===== config.mk =====
export PLATFORM = sky130hd
export DESIGN_NAME = pipe_reset_sequencer
export DESIGN_NICKNAME = d
export VERILOG_FILES = /design/src/rtl/pipe_pkg.sv /design/src/rtl/reset_sync.sv /design/src/rtl/pipe_reset_sequencer.sv
export SDC_FILE = /design/constraint.sdc
export NUM_CORES = 1
export LEC_CHECK = 0
export ABC_AREA = 1
export CORE_ASPECT_RATIO = 0.5
export CORE_UTILIZATION = 54
export CTS_BUF_LIST = sky130_fd_sc_hd__clkbuf_4 sky130_fd_sc_hd__clkbuf_8 sky130_fd_sc_hd__clkbuf_16
export DETAILED_ROUTE_END_ITERATION = 10
export GPL_TIMING_DRIVEN = 0
export MAX_ROUTING_LAYER = met4
export PLACE_DENSITY = 0.85
export SLEW_MARGIN = 5
export SYNTH_ARGS = -nofsm -noshare
export SYNTH_HDL_FRONTEND = slang
export SYNTH_SLANG_ARGS = --single-unit
export TNS_END_PERCENT = 20

===== constraint.sdc =====
create_clock -name clk -period 2.3 [get_ports clk]
set_clock_uncertainty 0.2 [all_clocks]
set_input_delay 0.46 -clock clk [delete_from_list [all_inputs] [get_ports clk]]
set_output_delay 0.46 -clock clk [all_outputs]
set_load 0.02 [all_outputs]

===== src/rtl/pipe_pkg.sv =====
// Shared definitions for the pipeline reset sequencer.
//   state_e  : sequencer FSM states (HOLD, RELEASE, RUN)
//   stage_e  : pipeline stage index, bit k of stage_rst resets stage k
//   DEF_*    : default parameter values used by the sequencer top
package pipe_pkg;

  typedef enum logic [1:0] {
    HOLD,
    RELEASE,
    RUN
  } state_e;

  typedef enum int unsigned {
    IF  = 0,
    ID  = 1,
    EX  = 2,
    MEM = 3,
    WB  = 4
  } stage_e;

  localparam int DEF_STAGES      = 5;
  localparam int DEF_HOLD_CYCLES = 4;
  localparam int DEF_GAP         = 1;
  localparam int DEF_CNT_W       = 32;

endpackage


===== src/rtl/reset_sync.sv =====
// Two-flop reset synchronizer: asserts asynchronously, deasserts on the
// second rising clock edge after the raw reset falls.
//   clk_i   : destination clock
//   rst_i   : raw reset, asynchronous, active-high
//   rst_s_o : synchronized reset, active-high
module reset_sync (
  input  logic clk_i,
  input  logic rst_i,
  output logic rst_s_o
);

  logic [1:0] sync_q;

  // NOTE: the async set makes even a sub-cycle rst pulse land in both flops,
  // so a glitch always produces a full two-edge deassertion.
  always_ff @(posedge clk_i or posedge rst_i) begin
    if (rst_i) begin
      sync_q <= 2'b11;
    end else begin
      // NOTE: non-blocking so both flops sample their old values on the same edge.
      sync_q <= {sync_q[0], 1'b0};
    end
  end

  assign rst_s_o = sync_q[1];

endmodule


===== src/rtl/pipe_reset_sequencer.sv =====
// Staged pipeline reset release. After the raw reset is synchronized and held
// for HOLD_CYCLES edges, stage resets are released from WB (highest bit) down
// to IF (bit 0), GAP+1 edges apart. One edge after IF is released the block
// enters RUN and counts run-time edges with a saturating counter.
//   clk       : single clock
//   rst       : raw reset, asynchronous, active-high
//   stage_rst : per-stage reset, active-high, bit k resets stage k
//   run       : high once every stage is released
//   busy      : high while holding or releasing
//   cycle_cnt : saturating count of edges spent in RUN
module pipe_reset_sequencer
  import pipe_pkg::*;
#(
  parameter int STAGES      = DEF_STAGES,
  parameter int HOLD_CYCLES = DEF_HOLD_CYCLES,
  parameter int GAP         = DEF_GAP,
  parameter int CNT_W       = DEF_CNT_W
) (
  input  logic              clk,
  input  logic              rst,
  output logic [STAGES-1:0] stage_rst,
  output logic              run,
  output logic              busy,
  output logic [CNT_W-1:0]  cycle_cnt
);

  localparam int HOLD_W = $clog2(HOLD_CYCLES + 1);
  localparam int GAP_W  = $clog2(GAP + 2);

  localparam logic [HOLD_W-1:0] HOLD_LAST = HOLD_W'(HOLD_CYCLES - 1);
  localparam logic [GAP_W-1:0]  GAP_LAST  = GAP_W'(GAP);

  logic rst_s;

  state_e             state_q,     state_d;
  logic [HOLD_W-1:0]  hold_q,      hold_d;
  logic [GAP_W-1:0]   gap_q,       gap_d;
  logic [STAGES-1:0]  stage_rst_q, stage_rst_d;
  logic               run_q,       run_d;
  logic               busy_q,      busy_d;
  logic [CNT_W-1:0]   cnt_q,       cnt_d;

  reset_sync u_reset_sync (
    .clk_i   (clk),
    .rst_i   (rst),
    .rst_s_o (rst_s)
  );

  always_ff @(posedge clk or posedge rst) begin
    if (rst) begin
      state_q     <= HOLD;
      hold_q      <= '0;
      gap_q       <= '0;
      stage_rst_q <= '1;
      run_q       <= 1'b0;
      busy_q      <= 1'b1;
      cnt_q       <= '0;
    end else begin
      state_q     <= state_d;
      hold_q      <= hold_d;
      gap_q       <= gap_d;
      stage_rst_q <= stage_rst_d;
      run_q       <= run_d;
      busy_q      <= busy_d;
      cnt_q       <= cnt_d;
    end
  end

  always_comb begin
    // NOTE: every signal gets its hold value first so no branch can infer a latch.
    state_d     = state_q;
    hold_d      = hold_q;
    gap_d       = gap_q;
    stage_rst_d = stage_rst_q;
    cnt_d       = cnt_q;

    case (state_q)
      HOLD: begin
        if (rst_s) begin
          hold_d = '0;
        end else if (hold_q == HOLD_LAST) begin
          // Released bits always form a cleared top segment, so a right shift
          // clears exactly the highest stage still held.
          stage_rst_d = stage_rst_q >> 1;
          gap_d       = '0;
          state_d     = RELEASE;
        end else begin
          hold_d = hold_q + HOLD_W'(1);
        end
      end

      RELEASE: begin
        // IF was released on the previous edge: enter RUN one edge later.
        if (stage_rst_q == '0) begin
          state_d = RUN;
        end else if (gap_q == GAP_LAST) begin
          stage_rst_d = stage_rst_q >> 1;
          gap_d       = '0;
        end else begin
          gap_d = gap_q + GAP_W'(1);
        end
      end

      RUN: begin
        if (cnt_q != '1) begin
          cnt_d = cnt_q + CNT_W'(1);
        end
      end

      default: begin
        state_d = HOLD;
      end
    endcase

    // Flag registers follow the next state so they change on the same edge.
    run_d  = (state_d == RUN);
    busy_d = (state_d != RUN);
  end

  assign stage_rst = stage_rst_q;
  assign run       = run_q;
  assign busy      = busy_q;
  assign cycle_cnt = cnt_q;

endmodule

==> results list, run 1 <==
- Yosys synthesis warning count: 0
- The count of endpoints failing hold in the final timing report came to 0.
- Wire length per cell after detailed routing: about 12 um
* Cell leakage power: 0.00138 uW
- Post-CTS repair changed the size of 0 cells.
- Most frequent cell on the critical path: sky130_fd_sc_hd__nand2_1
* Number of enable-type register cells in the synthesized netlist: 0
* Largest voltage drop on the vdd net: ~0.54 mV
* Synthesized-area fraction occupied by adder cells: 1.39%
- The routed layout has roughly 2500 vias.
- Synthesized-area fraction occupied by xor and xnor cells: 2.59%
- Total power for the finished layout comes to 2180 uW.
* Distinct cell type count after synthesis: 26
- Number of sinks driven by the clock tree: 48
- After detailed routing, the wire length on met1 is 2.80 mm.
* Number of cells produced by synthesis: 369
* Combinational family with the most area after synthesis: simple AND/OR/NAND/NOR gates
- Largest stage delay on the critical path: 0.45 ns
* Non-filler instance count after layout: 484
* Number of buffers and inverters on the critical path: 0
* DR vias/cell: 5.24
- Mean instance size in the synthesized netlist: 7.32 um^2
- 41 I/O pins were placed.
- Number of global-route vias before repair: about 2400
- Input and output buffers added on the ports amount to 40.
- Initial Utilization: 58.8%
- Post-synthesis mux area share: 0.371%
- Total power density per cell area: 655 nW/um^2
- The library cells used most frequently in the layout, excluding fill and tap cells, are 132 x sky130_fd_sc_hd__nand2_1, 49 x sky130_fd_sc_hd__nor2_1, 40 x sky130_fd_sc_hd__dfrtp_1, 40 x sky130_fd_sc_hd__clkdlybuf4s50_1, 39 x sky130_fd_sc_hd__inv_1.
* Maximum level of the CTS H-tree: 2
- The worst register-to-register path has a setup slack of around 0.17 ns.
* Overall die height: 52 um
* Worst Setup End Kind: flop
- The core region is roughly 4600 um^2.
- The first global-routing pass estimated 10.2 mm of wire.
- After synthesis, flip-flops and latches occupy between 40 and 50% of the total area.
* Routed wire length: 6.02 mm
* Worst EP arrival: ~2.1 ns
* Compound-Gate Fraction of Synth Area: under 10%
- For this design, the CTS-stage hold fixing added 0 buffers.
- Antenna-violating nets left: 0
- From synthesis to final layout, the design area changed by 23.4%.
- Worst min path class: reg2reg
- Insertion delay to the later sink of the worst-skew pair: about 0.30 ns
- Slowest cell on crit path: sky130_fd_sc_hd__dfrtp_1
* Number of buffers between clock root and the deepest sink: 2
* Synth Area in Simple Gates: between 30% and 40%
* FFs w/ async S/R, synth: 100%
* Cell at the root of the clock tree: sky130_fd_sc_hd__clkbuf_8
- Tot GR Track Use: 25.7%
- Highest achievable clock rate: 469 MHz
* Routed length on met3: 406 um
* Drt drc: 0
- The number of antenna violations at the first check in global routing was 0.
* # Post-CTS Setup Buffers: 0
- Setup violations remaining at the end of the flow were counted as 0.
- The congestion estimate from routability-driven global placement came to 0.942.
- The worst setup path is launched from a flop.
- Tmin final: about 2.1 ns
- Clock slew at reported path FFs: ~0.090 ns
- Synth Register Bits: between 40 and 50
- Detailed routing placed a total of 2.78 mm of wire on met2.
* Starting DRC count in detailed routing: 124
- HPWL reported at the end of detailed placement: 4.47 mm
* Max layer used: met4
- Cells with a size suffix above 1 make up about 8% of the layout.
* Total count of max-transition violations in the final report: 0
* Total standard cell area after synthesis: 2700 um^2
* Slew at the pin with the worst max-slew slack: 0.532 ns
- Row count: 17
- Post-Synthesis Net Count: around 370
* Most common cell after layout, fill and taps aside: sky130_fd_sc_hd__nand2_1
* Die Width: 102 um
* Die Footprint: 5300 um^2
- Buffers inserted during clock tree synthesis total 5.
- Headroom to the max-slew limit came out at around 64%.
- Ordered cell list for the critical path: ha_1, nand3_1, nor2_1, nand2_1, nor2_1, nand3_1, nand2_1, nand2_1
- Final core utilization: about 73%
* Share of the cycle needed by the critical path after routing: 92.7%
- Aggregate global routing overflow: 0
- Most frequently used flop master after synthesis: sky130_fd_sc_hd__dfrtp_1
- TritonCTS built the clock tree.
- Type of the worst setup path: reg2reg
- Across the run, the number of max-cap violations was 0.
* ANT cells: 0
- Unrepaired setup endpoints after global routing: false
- Of all nets on the critical path, the largest fanout is 6.
* Gate family responsible for the most delay along the worst path: simple AND/OR/NAND/NOR gates
* Cell count after placement: 476
* Pin count of the biggest net entering global routing: 26
- Result of the run: finished, final reports clean
- Number of iterations in the first detailed-routing pass: 4
- The net count of the finished layout is between 400 and 500.
- Data required time at the worst endpoint: between 2 and 2.5 ns
## synthesized netlist by cell type (2+ instances only)
master / instances / area share, %
sky130_fd_sc_hd__nand2_1: 132 / 18
sky130_fd_sc_hd__nor2_1: 49 / 6.8
sky130_fd_sc_hd__dfrtp_1: 40 / 37
sky130_fd_sc_hd__inv_1: 40 / 5.6
sky130_fd_sc_hd__nand3_1: 28 / 5.2
sky130_fd_sc_hd__nand4_1: 14 / 3.2
sky130_fd_sc_hd__o21ai_0: 9 / 1.7
sky130_fd_sc_hd__dfstp_2: 8 / 7.8
sky130_fd_sc_hd__xnor2_1: 8 / 2.6
sky130_fd_sc_hd__nand3b_1: 7 / 1.9
sky130_fd_sc_hd__buf_6: 4 / 1.7
sky130_fd_sc_hd__nor3_1: 4 / 0.74
sky130_fd_sc_hd__a21oi_1: 3 / 0.56
sky130_fd_sc_hd__ha_1: 3 / 1.4
sky130_fd_sc_hd__nor2_2: 3 / 0.70
sky130_fd_sc_hd__nor2_4: 3 / 1.3
sky130_fd_sc_hd__a21boi_0: 2 / 0.56
sky130_fd_sc_hd__inv_2: 2 / 0.28
sky130_fd_sc_hd__nand2_4: 2 / 0.83
sky130_fd_sc_hd__o21ai_1: 2 / 0.37
## metal layers
layer | vias to the layer above | global-route usage, %
met5 | - | -
met4 | 0 | 6.43
met3 | 7 | 5.91
met2 | 86 | 44.2
met1 | 1188 | 31.1
li1 | 1255 | -
## sequential cells by signal, indices dropped and copies added, names as in the netlist
signal               flops
cycle_cnt               32
state_q                  2
hold_q                   3
gap_q                    2
run                      1
u_reset_sync.sync_q      2
stage_rst                5
busy                     1
## path summary, 6_finish.rpt
path,startpoint,end,cells past startpoint
max in group asynchronous,rst,cycle_cnt[12],3
min in group asynchronous,rst,cycle_cnt[21],2
hold / removal,u_reset_sync.sync_q[0],u_reset_sync.sync_q[1],0
hold reg to reg,u_reset_sync.sync_q[0],u_reset_sync.sync_q[1],0
setup / recovery,cycle_cnt[0],cycle_cnt[18],8
setup reg to reg,cycle_cnt[0],cycle_cnt[18],8
## area by class of cell
class	count	area [um^2]
tap	66	82.6
buffer	5	50.0
clock buffer	6	82.6
timing repair buffer	41	428
inverter	42	158
sequential	48	1210
fill	354	1260
clock inverter	2	38.8
multi-input combinational	274	1280
## power breakdown
part           switching, uW  internal (uW)  leakage (uW)
combinational            310            209      0.000687
sequential              84.1            940      0.000630
clock                    283            355     0.0000614
total                    677           1510       0.00138
## stage by stage
step           hold WS [ns]  area, um^2  setup WS [ns]  setup TNS (ns)
2_1_floorplan         0.145        2700          0.401               0
3_3_place_gp          0.146        3180         -0.355          -14.13
3_5_place_dp          0.150        3210          0.213               0
4_1_cts               0.164        3330          0.179               0
5_1_grt               0.168        3330         0.0375               0
6_report              0.162        3330          0.169               0
## kinds of logic after synthesis
| family | after synthesis |
|---|---|
| fa+ha+maj | 3 |
| compound gates | 18 |
| buf+inv | 47 |
| flops | 48 |
| mux | 1 |
| other cells | 1 |
| xor+xnor | 8 |
| simple gates | 243 |
Power figures use the tool's default switching activity.
==> run 2: changes to the inputs <==
Settings changed: CELL_PAD_IN_SITES_DETAIL_PLACEMENT from default to 0, CELL_PAD_IN_SITES_GLOBAL_PLACEMENT from default to 1, CORE_UTILIZATION 54 to 46, DONT_BUFFER_PORTS from default to 1, GPL_ROUTABILITY_DRIVEN from default to 1, PLACE_DENSITY 0.85 to 0.84.
==> run 2 against run 1 <==
Net effect: sequential share of layout area is 4.1 points higher; first-iteration DRC count is 12% higher; global-route usage is 1.8 points lower.
==> results list, run 2 (synthesis gave the netlist of run 1 again) <==
* Routed length on met3: 357 um
- In the final routed layout, each cell accounts on average for 13.7 um.
- Total setup violations reported at the end of the flow: 0
- In the final routing, the length of wire on met1 measures 2.96 mm.
* Initial Utilization: 48.5%
* Internal power: 1580 uW
- Setup WS pre-CTS: around 0.07 ns
* Cell leakage power: 0.00126 uW
- The clock passes through at most 2 buffers.
- Worst Setup End Kind: flop
- Result of the run: finished, final reports clean
* Highest achievable clock rate: 476 MHz
- First-pass GRT wire length: approximately 11 mm
- Cell depth of the worst min-delay path: 0
- In this run the number of cells on the critical path is 9.
- After clock tree synthesis, the clock-pin slew on the worst setup and hold paths is 0.06 ns.
- After floorplanning, the core was divided into 19 placement rows.
- Measured against its own limit, the worst slew margin works out to 61.0%.
* Most common cell after layout, fill and taps aside: sky130_fd_sc_hd__nand2_1
- CTS buffer count: 5
* Most frequent cell on the critical path: sky130_fd_sc_hd__nand2_1
* Ratio of cells with drive above 1 in the final layout: around 9.8%
- Signal routing reaches up to met4.
- Of the total power, the share spent switching nets is 30.6%.
- The via count of the first global-routing pass came to 2260.
- Share of the cycle needed by the critical path after routing: 91.3%
- Entering global routing, the biggest net connects 27 pins.
- Total power density per cell area: between 700 and 800 nW/um^2
- Routed wire length: just over 6 mm
* ANT cells: 0
- Detailed route wirelength on metal2: ~2.9 mm
* Cell at the root of the clock tree: sky130_fd_sc_hd__clkbuf_16
- The detailed router finished its first iteration with between 100 and 150 violations.
- Detailed placement ended at an HPWL of 4.64 mm.
- For the finished layout, the period the worst path requires is 2.10 ns.
- Measured along the y axis, the die boundary spans 56.2 um.
- Data required time at the worst endpoint: around 2.3 ns
* Type of the worst setup path: reg2reg
- Area after detailed placement: 2810 um^2
- Drt drc: 0
* Ports: 41
- The slowest stage of the critical path belongs to the cell sky130_fd_sc_hd__dfrtp_1.
- Die Width: ~110 um
* Area growth from synthesis to layout: 10.9%
- Setup slack on the critical path of the routed design comes to 0.200 ns.
- Sequential cells account for 47.9% of the total power.
- Combinational logic burns 15.7% of the power.
* Hold WS: 0.160 ns
- Along the worst path, the maximum fanout reaches 10.
- The largest single stage delay on the critical path is 0.53 ns.
* Proportion of power drawn by the clock network: 36.3%
- Unrepaired setup endpoints after global routing: false
- Category of the worst setup path launch point: flop
* Cell area after layout: 3000 um^2
- Net switching power of the design: 699 uW
- Number of iterations in the first detailed-routing pass: 4
- Net count of the finished layout: 383
- Worst min path class: reg2reg
* Antenna-violating nets left: 0
- Maximum level of the CTS H-tree: 2
* Number of sinks driven by the clock tree: 48
* Number of hold-slack violations in the final timing report: 0
- Detailed routing inserted a total of 2329 vias.
* Routability congestion estimate from global placement: a little over 0.9
* Tot GR Track Use: 23.9%
- Setup total negative slack on the finished layout was measured at 0 ns.
- DR vias/cell: 5.15
- Counting both buffers and inverters, the worst setup path holds a total of 1.
- Data on the critical path arrives at its endpoint at approximately 2.1 ns.
- Initial antenna violation count: 0
* Insertion delay to the later sink of the worst-skew pair: 0.29 ns
- The floorplan step defined a die boundary enclosing 6200 um^2.
* PnR Total Power: ~2300 uW
* CTS tree: built
- Total count of max-transition violations in the final report: 0
- Gate family responsible for the most delay along the worst path: simple AND/OR/NAND/NOR gates
- At the pin with the least slew margin, the transition time is 0.584 ns.
- Largest voltage drop on the vdd net: 0.570 mV
* Max-capacitance violation count: 0
- In this run the tool buffered the top-level ports with 0 buffer cells.
- Ordered cell list for the critical path: ha_1, nand2_1, nor2_2, nand2_1, nor2_4, nand2_4, buf_2, nand4_1, nand2_1
- Most used cells in the layout excluding fill and tap cells: 132 x sky130_fd_sc_hd__nand2_1, 47 x sky130_fd_sc_hd__nor2_1, 39 x sky130_fd_sc_hd__inv_1, 39 x sky130_fd_sc_hd__dfrtp_1, 28 x sky130_fd_sc_hd__nand3_1
- CORE AREA: 5560 um^2
* Aggregate global routing overflow: 0
- Largest register FFs: 32
- Measured in cells, the most critical reg-to-reg path has a length of 9.
[run 2: cell count changes in the layout (fill, tap and decap cells not counted), moves of 2 or more]
cell,before,now
sky130_fd_sc_hd__clkbuf_16,0,5
sky130_fd_sc_hd__clkbuf_8,6,0
sky130_fd_sc_hd__clkdlybuf4s50_1,40,0
sky130_fd_sc_hd__nor2_1,49,47
sky130_fd_sc_hd__nor2_2,3,5
[run 2: cell type report]
class,count,area (um^2)
tap,73,91.3
inverter,42,158
multi-input combinational,274,1290
fill,566,2570
timing repair buffer,2,30.0
clock inverter,3,42.5
sequential,48,1210
buffer,5,50.0
clock buffer,5,125
[run 2: metal layers]
layer  vias to the layer above  track usage (%)
met4                         0             5.08
met1                      1091             31.2
li1                       1186                -
met2                        50             36.6
met3                         2             7.26
met5                         -                -
[run 2: final timing paths]
path | from | end | slack (ns)
setup / recovery | cycle_cnt[1] | cycle_cnt[18] | 0.20
hold / removal | u_reset_sync.sync_q[0] | u_reset_sync.sync_q[1] | 0.16
setup reg to reg | cycle_cnt[1] | cycle_cnt[18] | 0.20
hold reg to reg | u_reset_sync.sync_q[0] | u_reset_sync.sync_q[1] | 0.16
max in group asynchronous | rst | cycle_cnt[0] | 0.87
min in group asynchronous | rst | cycle_cnt[28] | 0.49
[run 2: power groups by stage]
stage               Combinational, uW  Sequential (uW)  Clock [uW]
detailed placement                361             1110           0
global placement                  341             1100           0
finish                            359             1090         829
global route                      420             1120         881
floorplan                         283             1080           0
CTS                               363             1090         852
[run 2: timing repair]
action / in CTS / in global routing
setup buffers: 0 / 0
hold buffers: 1 / 0
endpoints found under the hold margin: 17 / 0
gates resized for setup: 0 / 3
endpoints found under the setup margin: 0 / 6
[run 2: through the flow]
| step | utilization [%] | std cells |
|---|---|---|
| CTS | 53.7 | 452 |
| floorplan | - | 369 |
| global route | 53.8 | 452 |
| finish | 53.8 | 452 |
| global placement | 50.2 | 442 |
| detailed placement | 50.5 | 443 |
==> run 3: changes to the inputs <==
Settings changed: ABC_AREA 1 to default, CORE_UTILIZATION 46 to 49, PLACE_DENSITY 0.84 to 0.83.
==> run 3 against run 2 <==
Net effect: the run now ends with design-rule violations left; register-to-register slack got worse by 0.16 ns; synthesized cell count decreased by 44%; critical path depth fell by 4; utilization grew 7.7 points; first-iteration DRC count is 40% lower; area after synthesis shrank 16%; cell count decreased by 37%; sequential share of layout area is 5.0 points higher; global-route usage decreased by 2.1 points; critical path type unchanged; largest power group unchanged.
==> results list, run 3 <==
* Result of the run: finished, violations left
- The final reports fail on design-rule violations.
- Proportion of synthesized chip area in sequential cells: between 50 and 60%
* Tmin final: 2.26 ns
* PnR Total Power: between 2000 and 2500 uW
- The worst path uses 98.1% of the clock period.
- Summed over its instances, the top area cell type makes up 44.2% of the synthesized netlist area.
* Worst Setup End Kind: flop
- Summing all multi-input logic gate instances after layout gives around 1100 um^2.
* Max-capacitance violation count: 0
* Ratio of cells with drive above 1 in the final layout: 33.2%
- After synthesis, the share of flip-flops with an asynchronous set or reset is 100%.
- From left edge to right edge, the die measures 98.1 um.
- Routability congestion estimate from global placement: around 0.83
- In the post-synthesis netlist, the cell with the most instances is sky130_fd_sc_hd__dfrtp_1.
- In this run the mean area of a mapped cell was 10.9 um^2.
- The number of antenna violations at the first check in global routing was 0.
- The clock passes through at most 2 buffers.
- First-pass GRT wire length: 8.04 mm
- STA puts the critical path data required time at 2.32 ns.
- The register with the most flip-flops in the layout has 32 of them.
- Setup violations remaining at the end of the flow were counted as 0.
* Combined flip-flop and latch cell area: 1240 um^2
* Row count: 17
* CTS tree: built
* Highest achievable clock rate: between 400 and 500 MHz
- Die Footprint: around 4900 um^2
- Largest fanout on the critical path: 4
* Number of cells produced by synthesis: 207
- Fill cell count: 369
- Total power density per cell area: 810 nW/um^2
- Counting the buffers created by CTS gives 5.
- By area the synthesized netlist is led by sky130_fd_sc_hd__dfrtp_1 44%, sky130_fd_sc_hd__dfstp_2 9.3%, sky130_fd_sc_hd__xor2_1 8.5%, sky130_fd_sc_hd__nand2_1 4.1%, sky130_fd_sc_hd__xnor2_1 3.1%.
- Count of cells along the worst register-to-register path: 5
- Starting DRC count in detailed routing: 84
* Slew margin rel.: between 60% and 70%
- The analysis attributes to cell leakage a power of roughly 0.0012 uW.
- The number of antenna diodes in the final layout is 0.
- Slew at the pin with the worst max-slew slack: 0.543 ns
* Total standard cell area after synthesis: 2260 um^2
* Post-Synthesis Net Count: 212
- Clock latency on the worst-skew pair, taken at its later pin, is between 0.2 and 0.3 ns.
- The count of endpoints failing hold in the final timing report was 0.
* Most instantiated cells after synthesis: 40 x sky130_fd_sc_hd__dfrtp_1, 25 x sky130_fd_sc_hd__nand2_1, 22 x sky130_fd_sc_hd__xor2_1, 13 x sky130_fd_sc_hd__nor3_1
* Number of sinks driven by the clock tree: 48
* Routed wire length: 4.73 mm
* Total count of max-transition violations in the final report: 0
- Most frequently used flop master after synthesis: sky130_fd_sc_hd__dfrtp_1
- Dividing the detail-routed wire length by the instance count gives around 17 um.
- Final core utilization: 61.5%
* Leading area contributor after synthesis: sky130_fd_sc_hd__dfrtp_1
- Most common cell after layout, fill and taps aside: sky130_fd_sc_hd__nand2_1
- Worst EP arrival: 2.28 ns
* Number of iterations in the first detailed-routing pass: 7
- CTS placed an instance of sky130_fd_sc_hd__clkbuf_8 at the clock tree root.
- After global routing the overflow that remains totals 0.
- CORE AREA: 4420 um^2
- Cell depth of the worst min-delay path: 0
* DR vias/cell: 5.73
* Ports: 41
* Overall die height: 50.0 um
* Count of buffers inserted at the top-level ports: 0
- For this block, the via count after detailed routing is 1638.
* Distinct cell type count after synthesis: 38
- In the layout the commonest cells are 25 x sky130_fd_sc_hd__nand2_1, 22 x sky130_fd_sc_hd__xor2_1, 22 x sky130_fd_sc_hd__dfrtp_2, 18 x sky130_fd_sc_hd__dfrtp_1.
* HPWL reported at the end of detailed placement: 3.03 mm
- Yosys synthesis warning count: 0
* Clock slew at reported path FFs: ~0.090 ns
* Initial Utilization: 51.1%
- Adding up every negative setup slack in the final design gives 0 ns.
- Once detail routing completed, the nets flagged for antenna violations numbered 0.
- Number of global-route vias before repair: ~1700
- Pin count of the biggest net entering global routing: 26
- Worst min path class: reg2reg
- Drt drc: 2
- Largest voltage drop on the vdd net: 0.504 mV
- Across every metal layer, demand over resource in global routing totals between 20% and 30%.
- Setup repair after global routing could not meet its margin everywhere.
- For flop-to-flop paths, the worst setup slack is 0.04 ns.
- Maximum level of the CTS H-tree: 2
* Type of the worst setup path: reg2reg
* Net count of the finished layout: 233
- Synthesis inferred 48 register bits.
- The synthesized design contains 0 enable-type register cells.
- Category of the worst setup path launch point: flop
- The area growth from synthesis to layout is 20.4%.
-- run 3: final cells by class --
cell class              instances  area share, %
flip-flops and latches         48           45.5
multi-input cells             150           40.7
repair buffers                 14           4.96
clock buffers                   7           3.54
well taps                      57           2.62
clock inverters                 1           1.10
inverters                       6          0.827
plain buffers                   3          0.735
-- run 3: timing repair --
item	in CTS	in global routing
pin swaps	5	5
gates resized for setup	22	19
buffers inserted	8	3
cloned	1	0
endpoints found under the setup margin	24	30
endpoints found under the hold margin	16	0
hold buffers	1	0
-- run 3: cell families (layout without fill, tap and decap cells) --
group | Yosys count | count (layout) | share of synthesized area [%]
DFF | 48 | 48 | 53.5
buffers and inverters | 9 | 31 | 1.88
and+or+nand+nor | 99 | 99 | 25.3
AOI/OAI and AO/OA | 11 | 11 | 2.93
other | 1 | 1 | 0.166
muxes | 6 | 6 | 2.93
xor gates and xnor gates | 30 | 30 | 11.6
adders and majority gates | 3 | 3 | 1.66
-- run 3: critical path: stages (launching register included) --
cell	delay (ns)
sky130_fd_sc_hd__dfrtp_1	0.53
sky130_fd_sc_hd__nand2_1	0.14
sky130_fd_sc_hd__or3_4	0.45
sky130_fd_sc_hd__or4_1	0.51
sky130_fd_sc_hd__nor3_1	0.20
sky130_fd_sc_hd__xor2_1	0.17
-- run 3: power by group --
part | leakage, uW | internal [uW] | switching, uW | total, uW
registers | 0.000593 | 963 | 216 | 1180
logic | 0.000565 | 144 | 224 | 368
clock network | 0.0000645 | 384 | 274 | 658
-- run 3: final timing paths --
| kind | from | end |
|---|---|---|
| worst max register to register | cycle_cnt[23] | cycle_cnt[31] |
| worst max-delay path | cycle_cnt[23] | cycle_cnt[31] |
| max in group asynchronous | rst | cycle_cnt[13] |
| min in group asynchronous | rst | cycle_cnt[31] |
| worst min-delay path | u_reset_sync.sync_q[0] | u_reset_sync.sync_q[1] |
| worst min register to register | u_reset_sync.sync_q[0] | u_reset_sync.sync_q[1] |
-- run 3: metal layers --
layer | vias up | track usage (%) | share of wire (%)
li1 | 773 | - | -
met1 | 820 | 27.9 | 45
met2 | 43 | 34.7 | 48
met3 | 2 | 5.96 | 5.8
met4 | 0 | 5.30 | 0.36
met5 | - | - | 0
-- run 3: per-stage QoR --
stage | hold WS (ns) | instance area (um^2) | setup WS [ns] | std cells
final | 0.161 | 2720 | 0.0433 | 286
after global routing | 0.172 | 2720 | -0.0598 | 286
after CTS | 0.162 | 2610 | -0.0679 | 283
after detailed placement | 0.149 | 2360 | -0.342 | 265
after global placement | 0.146 | 2330 | -0.309 | 264
after floorplan | 0.145 | 2260 | -0.000895 | 207
